==> src/rtl/monitor_pkg.sv <==
// Constants shared between the NV-memory write monitor and the reset sequencer.
// Holds the sequencer state encoding and the monitored-window definitions.
package monitor_pkg;

  typedef enum logic [1:0] {
    IDLE   = 2'd0,
    HOLD   = 2'd1,
    LOCKED = 2'd2
  } seq_state_e;

  localparam logic [15:0] NVMEM_START       = 16'hF800;
  localparam logic [15:0] NVMEM_SIZE        = 16'h0800;
  localparam int          NVMEM_WIN_CYCLES  = 1024;
  localparam int          NVMEM_WIN_WRITES  = 64;

endpackage

==> src/rtl/rise_detect.sv <==
// Registered rising-edge detector: sig_rise is high the cycle sig is high while its registered copy is low.
// Zero added latency on the rise term; no backpressure, sync reset clears the history to 0.
module rise_detect (
  input  logic clk,
  input  logic reset,
  input  logic sig,
  output logic sig_rise
);

  logic sig_q;
  logic sig_d;

  always_comb begin
    sig_d = sig;
  end

  always_ff @(posedge clk) begin
    if (reset) begin
      sig_q <= 1'b0;
    end else begin
      sig_q <= sig_d;
    end
  end

  assign sig_rise = sig & ~sig_q;

endmodule

==> src/rtl/reset_sequencer.sv <==
// Turns each new write-flood violation into a HOLD_CYCLES cpu_reset pulse, counting decaying strikes up to a sticky lockout.
// Outputs registered, visible one edge after the violation rise; no backpressure, rises during HOLD/LOCKED are dropped.
module reset_sequencer
  import monitor_pkg::*;
#(
  parameter int HOLD_CYCLES  = 16,
  parameter int STRIKE_LIMIT = 3,
  parameter int DECAY_CYCLES = 4096
) (
  input  logic                              clk,
  input  logic                              reset,
  input  logic                              violation,
  output logic                              cpu_reset,
  output logic                              lockout,
  output logic [$clog2(STRIKE_LIMIT+1)-1:0] strikes,
  output logic                              violation_evt
);

  localparam int SW = $clog2(STRIKE_LIMIT + 1);
  localparam int HW = $clog2(HOLD_CYCLES + 1);
  localparam int DW = $clog2(DECAY_CYCLES + 1);

  localparam logic [SW-1:0] LIMIT      = SW'(STRIKE_LIMIT);
  localparam logic [HW-1:0] HOLD_LOAD  = HW'(HOLD_CYCLES - 1);
  localparam logic [DW-1:0] DECAY_LAST = DW'(DECAY_CYCLES - 1);

  logic          rise;
  seq_state_e    state_q, state_d;
  logic [HW-1:0] hold_cnt_q, hold_cnt_d;
  logic [DW-1:0] decay_cnt_q, decay_cnt_d;
  logic [SW-1:0] strikes_q, strikes_d;
  logic          cpu_reset_q, cpu_reset_d;
  logic          lockout_q, lockout_d;
  logic          evt_q, evt_d;

  rise_detect u_rise_detect (
    .clk      (clk),
    .reset    (reset),
    .sig      (violation),
    .sig_rise (rise)
  );

  always_comb begin
    state_d     = state_q;
    hold_cnt_d  = hold_cnt_q;
    decay_cnt_d = '0;
    strikes_d   = strikes_q;
    evt_d       = 1'b0;

    case (state_q)
      IDLE: begin
        // A rise on the expiry cycle wins: the strike is added and the decay timer restarts.
        if (rise) begin
          evt_d     = 1'b1;
          strikes_d = (strikes_q >= LIMIT) ? LIMIT : strikes_q + 1'b1;
          if (strikes_d == LIMIT) begin
            state_d = LOCKED;
          end else begin
            state_d    = HOLD;
            hold_cnt_d = HOLD_LOAD;
          end
        end else if (strikes_q != '0) begin
          if (decay_cnt_q == DECAY_LAST) begin
            strikes_d = strikes_q - 1'b1;
          end else begin
            decay_cnt_d = decay_cnt_q + 1'b1;
          end
        end
      end
      HOLD: begin
        if (hold_cnt_q == '0) begin
          state_d = IDLE;
        end else begin
          hold_cnt_d = hold_cnt_q - 1'b1;
        end
      end
      LOCKED: begin
        state_d = LOCKED;
      end
      default: begin
        state_d = IDLE;
      end
    endcase

    cpu_reset_d = (state_d != IDLE);
    lockout_d   = (state_d == LOCKED);
  end

  always_ff @(posedge clk) begin
    if (reset) begin
      state_q     <= IDLE;
      hold_cnt_q  <= '0;
      decay_cnt_q <= '0;
      strikes_q   <= '0;
      cpu_reset_q <= 1'b0;
      lockout_q   <= 1'b0;
      evt_q       <= 1'b0;
    end else begin
      state_q     <= state_d;
      hold_cnt_q  <= hold_cnt_d;
      decay_cnt_q <= decay_cnt_d;
      strikes_q   <= strikes_d;
      cpu_reset_q <= cpu_reset_d;
      lockout_q   <= lockout_d;
      evt_q       <= evt_d;
    end
  end

  assign cpu_reset     = cpu_reset_q;
  assign lockout       = lockout_q;
  assign strikes       = strikes_q;
  assign violation_evt = evt_q;

endmodule

==> config.mk <==
export PLATFORM = sky130hd
export DESIGN_NAME = reset_sequencer
export DESIGN_NICKNAME = d
export VERILOG_FILES = /design/src/rtl/monitor_pkg.sv /design/src/rtl/rise_detect.sv /design/src/rtl/reset_sequencer.sv
export SDC_FILE = /design/constraint.sdc
export NUM_CORES = 1
export LEC_CHECK = 0
export BUFFER_PORTS_ARGS = -buffer_cell sky130_fd_sc_hd__buf_2
export CAP_MARGIN = 10
export CORE_MARGIN = 1.5
export CORE_UTILIZATION = 52
export CTS_CLUSTER_SIZE = 24
export DETAILED_ROUTE_END_ITERATION = 7
export PLACE_DENSITY_LB_ADDON = 0.2
export SLEW_MARGIN = 20
export SYNTH_ARGS = -nofsm -noshare
export SYNTH_HDL_FRONTEND = slang
export SYNTH_SLANG_ARGS = --single-unit
==> constraint.sdc <==
create_clock -name clk -period 1.9 [get_ports clk]
set_input_delay 0.285 -clock clk [delete_from_list [all_inputs] [get_ports clk]]
set_output_delay 0.285 -clock clk [all_outputs]
set_load 0.02 [all_outputs]
==> flow_metrics.tcl, run 1 <==
set metrics [dict create \
    syn_area_mm2 0.00119 \
    worstSetupEndpointType "flip-flop" \
    die_area_mm2 0.00258 \
    fmax_ghz 0.576 \
    synth_seq_cells 26 \
    final_nets 151 \
    drt_iter0_drc 15 \
    worstMarginPinSlew_ps 370 \
    grt.overflow.total 0 \
    synth.avg_cell_area_um2 9.28 \
    initial_core_util 0.542 \
    grt_pass1_vias 844 \
    switching_power_w 0.000347 \
    worst_setup_path_start_kind "flip-flop" \
    max_stage_delay_ps 490 \
    swShare 0.292 \
    numCtsBuffers 3 \
    tns_ps 0 \
    final_period_minus_worst_setup_slack_ps 1730 \
    dp_hpwl_mm 1.53 \
    relSlewSlack 0.747 \
    core_mm2 0.00219 \
    syn_nets 135 \
    drt-total-wl_mm 2.06 \
    grt_max_degree 17 \
    status "completed" \
    grt_pass1_wl_mm 3.48 \
    synth_flop_cell "dfxtp_1" \
    synth_edf_count 0 \
    cts.sinks 26 \
    cp_max_fo 4 \
    die_w_um 50.8 \
    viasPerCell 5.52 \
    required_ps 2120 \
    rows 17 \
    yosysSeqAreaShare 0.438 \
    grt_antenna_before_repair 0 \
    cts_root_buffer "clkbuf_4" \
    drive_gt1_frac 0.189 \
    path_delay_family "simple AND/OR/NAND/NOR gates" \
    clock_path_buffers 2 \
    hold_path_class "in2reg" \
    maxCapViolations 0 \
    slew_viol_final 0 \
    comb_power_share 0.240 \
    vdd_drop_max_mv 0.503 \
    fin_crit_sh 0.913 \
    grtUsageTotal 0.173 \
    fin_worst_skew_ps 2.26 \
    cts.htree.levels 1 \
    diodes 0 \
    ctsHoldBuffers 0 \
    drtAntennaViolNets 0 \
    internal-power_w 0.000841 \
    rsz0062_at_grt "no" \
    insertion_delay_ps 310 \
    seq_power_share 0.532 \
    gp_congestion 0.873 \
    clkSlewWorstSetupHoldPaths_ps 130 \
    critPathBufInv 2 \
    vias 944 \
    die_y_um 50.8 \
    io_pins 8 \
    final_cells 171 \
    dr.pass1.iters 4 \
    syn_to_final_growth_pct 11.7 \
    drcViolationCount 0 \
    setup_viol 0 \
    cts_tree "yes" \
    hold_viol_final 0 \
    post_cts_buffers 0 \
    async_reset_ff_frac 0 \
    ctsResizeCount 0 \
    path_cells "inv_1 -> ha_1 -> or4_4 -> nor4_4 -> buf_4 -> o221ai_1 -> o41ai_1" \
    p_per_area_mw_per_mm2 896 \
    dp_cells 167 \
    synth_cells 128 \
    routedWlPerCell_um 12.0 \
    arrival_ps 1950 \
    path_class "reg2reg" \
    p_leak_nw 0.501 \
    yosysWarnings 0 \
    synth.distinct_cells 38 \
    pwr-share-clk 0.228 \
    numPortBuffers 7 \
    cpMaxStageDelayCell "or4_4" \
]
-- synthesized netlist by cell type (all sizes together), types with 3 or more instances --
cell     n  share of area
dfxtp   26           0.44
nor2    21          0.066
xnor2    9          0.066
inv      7          0.022
nand2    6          0.021
nor3     6          0.025
nand3    5          0.021
ha       4          0.042
nor4     4          0.034
a211oi   3          0.019
and3     3          0.016
nand4    3          0.016
or4      3          0.025
-- sequential cells by signal, summed over array words and instances, names as in the netlist --
register and cells:
cpu_reset 1, decay_cnt_q 13, hold_cnt_q 5, lockout 1, state_q 2, strikes 2
u_rise_detect.sig_q 1, violation_evt 1
-- power by group through the flow --
stage | registers, W | clock network, W | logic [W]
global placement | 0.000640 | 0 | 0.000282
global route | 0.000638 | 0.000300 | 0.000320
floorplan | 0.000650 | 0 | 0.000199
detailed placement | 0.000644 | 0 | 0.000285
CTS | 0.000632 | 0.000286 | 0.000288
finish | 0.000632 | 0.000271 | 0.000285
-- cell usage in the layout, fill, tap and decap left out, types with 2 or more instances in the layout --
cell / n
dfxtp_1: 24
nor2_1: 21
xnor2_1: 9
inv_1: 7
buf_2: 7
nor3_1: 6
buf_4: 6
nand3_1: 5
nand2_1: 5
ha_1: 4
nor4_1: 3
nand4_1: 3
and3_1: 3
a211oi_1: 3
clkbuf_4: 3
nor2b_1: 2
xor2_1: 2
or4_4: 2
nand2b_1: 2
o21ai_0: 2
nor3b_1: 2
a21oi_1: 2
dfxtp_2: 2
-- through the flow --
step	total power, W	hold WS, ps	util	worst slack, ps	cell area [um2]
after floorplan	0.000849	413	-	39.5	1190
after global placement	0.000922	455	0.589	215	1290
after detailed placement	0.000929	458	0.589	176	1290
after CTS	0.00121	222	0.605	155	1330
after global routing	0.00126	243	0.605	48.0	1330
final	0.00119	232	0.605	165	1330
-- cell type report --
class,count,area (um2)
clock buffers,4,36.3
fillers,209,865
inverters,7,26.3
multi-input cells,93,626
flip-flops and latches,26,523
well taps,28,35.0
repair buffers,13,80.1
-- logic make-up after synthesis --
| logic type | after synthesis | share of synthesized area |
|---|---|---|
| compound gates | 16 | 0.106 |
| xor+xnor | 11 | 0.0811 |
| fa+ha+maj | 4 | 0.0422 |
| buf+inv | 9 | 0.0348 |
| flops | 26 | 0.438 |
| simple gates | 62 | 0.297 |
-- final timing paths --
| kind | start | end | slack (ps) | cells after the start |
|---|---|---|---|---|
| worst min register to register | decay_cnt_q[12] | decay_cnt_q[12] | 480 | 1 |
| worst max-delay path | strikes[0] | strikes[1] | 170 | 7 |
| worst min-delay path | violation | u_rise_detect.sig_q | 230 | 2 |
| worst max register to register | strikes[0] | strikes[1] | 170 | 7 |
-- layer usage --
layer	wire length, um	global-route usage	part of all wire
met3	39	0.0268	0.019
met5	0	0	0
met2	991	0.307	0.48
met4	12	0.0631	0.0058
met1	1020	0.210	0.49
No activity file was read; power rests on OpenSTA's default activity.
==> run 2, diff against run 1 <==
==> constraint.sdc (replaced) <==
create_clock -name clk -period 1.9 [get_ports clk]
set_input_delay 0 -clock clk [delete_from_list [all_inputs] [get_ports clk]]
set_output_delay 0 -clock clk [all_outputs]
set_load 0.02 [all_outputs]
==> flow_metrics.tcl, run 2 (synthesis results as in run 1) <==
set metrics [dict create \
    insertion_delay_ps 310 \
    final_cell_mix "dfxtp_1 (24), nor2_1 (21), xnor2_1 (9)" \
    gp_congestion 0.873 \
    p_per_area_mw_per_mm2 891 \
    switching_power_w 0.000347 \
    cts_root_buffer "clkbuf_4" \
    numPortBuffers 7 \
    die_area_mm2 0.00258 \
    fin_worst_skew_ps 2.26 \
    drtAntennaViolNets 0 \
    worst_setup_path_start_kind "flip-flop" \
    initial_core_util 0.542 \
    drcViolationCount 0 \
    multi_input_area_um2 626 \
    final_nets 152 \
    grt_max_degree 17 \
    maxCapViolations 0 \
    cts.htree.levels 1 \
    path_cells "inv_1 -> ha_1 -> or4_4 -> nor4_4 -> buf_4 -> o221ai_1 -> o41ai_1" \
    vias 946 \
    die_y_um 50.8 \
    grt_pass1_wl_mm 3.48 \
    path_class "reg2reg" \
    dr.pass1.iters 4 \
    max_stage_delay_ps 490 \
    seqCellArea_um2 523 \
    vdd_drop_max_mv 0.503 \
    syn_to_final_growth_pct 12.5 \
    diodes 0 \
    post_cts_buffers 0 \
    seq_power_share 0.531 \
    ctsHoldBuffers 1 \
    slew_viol_final 0 \
    drive_gt1_frac 0.188 \
    fmax_ghz 0.576 \
    fin_crit_sh 0.913 \
    cp_max_fo 4 \
    clkSlewWorstSetupHoldPaths_ps 130 \
    routedWlPerCell_um 12.0 \
    fill_cells 206 \
    grt.overflow.total 0 \
    comb_power_share 0.241 \
    met1_usage 0.210 \
    grt_antenna_before_repair 0 \
    total_power_w 0.00119 \
    pwr-share-clk 0.228 \
    regMostFlops "decay_cnt_q" \
    dp_cells 167 \
    hold_path_class "in2reg" \
    grt_use_met3 0.0268 \
    rsz0062_at_grt "no" \
    final_period_minus_worst_setup_slack_ps 1730 \
    grtUsageTotal 0.173 \
    swShare 0.292 \
    top_usage_layer "met2" \
    tns_ps 0 \
    drt-total-wl_mm 2.06 \
    dp_hpwl_mm 1.53 \
    cts_tree "yes" \
    ctsResizeCount 0 \
    core_mm2 0.00219 \
    worstMarginPinSlew_ps 370 \
    whs_ps 27.5 \
    internal-power_w 0.000843 \
    p_leak_nw 0.505 \
    cts.sinks 26 \
    final_common_cell "dfxtp_1" \
    largest_register_ffs 13 \
    drt_iter0_drc 15 \
    cpMaxStageDelayCell "or4_4" \
    required_ps 2120 \
    reg_top3 "decay_cnt_q x13, hold_cnt_q x5" \
    numCtsBuffers 3 \
    setup_viol 0 \
    use_met2 0.307 \
    clock_path_buffers 2 \
    viasPerCell 5.50 \
    worstSetupEndpointType "flip-flop" \
    status "completed" \
    final_cells 172 \
    arrival_ps 1950 \
    relSlewSlack 0.747 \
    grt_pass1_vias 844 \
    hold_viol_final 0 \
    rows 17 \
    die_w_um 50.8 \
    io_pins 8 \
]
## run 2: cell types whose count changed in the layout (fill, tap and decap cells not counted), sizes merged
cell,delta
dlygate4sd3,+1
## run 2: power by group through the flow
stage | logic, W | registers, W | clock network, W
floorplan | 0.000199 | 0.000650 | 0
global placement | 0.000282 | 0.000640 | 0
detailed placement | 0.000285 | 0.000644 | 0
CTS | 0.000289 | 0.000632 | 0.000286
global route | 0.000321 | 0.000638 | 0.000300
finish | 0.000287 | 0.000632 | 0.000271
## run 2: final timing paths
kind / to / slack (ps) / cells after the start / startpoint
max: strikes[1] / 170 / 7 / strikes[0]
min: violation_evt / 30 / 2 / reset
max reg2reg: strikes[1] / 170 / 7 / strikes[0]
min reg2reg: decay_cnt_q[12] / 480 / 1 / decay_cnt_q[12]
## run 2: through the flow
stage	util	worst slack, ps	area [um2]
finish	0.610	165	1340
detailed placement	0.589	176	1290
CTS	0.610	155	1340
global route	0.610	48.0	1340
global placement	0.589	215	1290
floorplan	-	39.5	1190
## run 2: cell type report
cell class | instances | share of cell area
Multi-Input combinational cell | 93 | 0.468
Timing Repair Buffer | 14 | 0.0674
Tap cell | 28 | 0.0262
Sequential cell | 26 | 0.391
Clock buffer | 4 | 0.0272
Inverter | 7 | 0.0197
## run 2: metal layers
metal / wire, um / vias up
li1: - / 489
met5: 0 / -
met2: 991 / 7
met3: 38 / 2
met1: 1020 / 448
met4: 12 / 0
## run 2: critical path: cells and delay by family (launching register included)
family	cells	cell delay (ps)
AOI/OAI and AO/OA	2	180
adders and majority gates	1	210
buffers and inverters	2	230
DFF	1	370
and+or+nand+nor	2	650
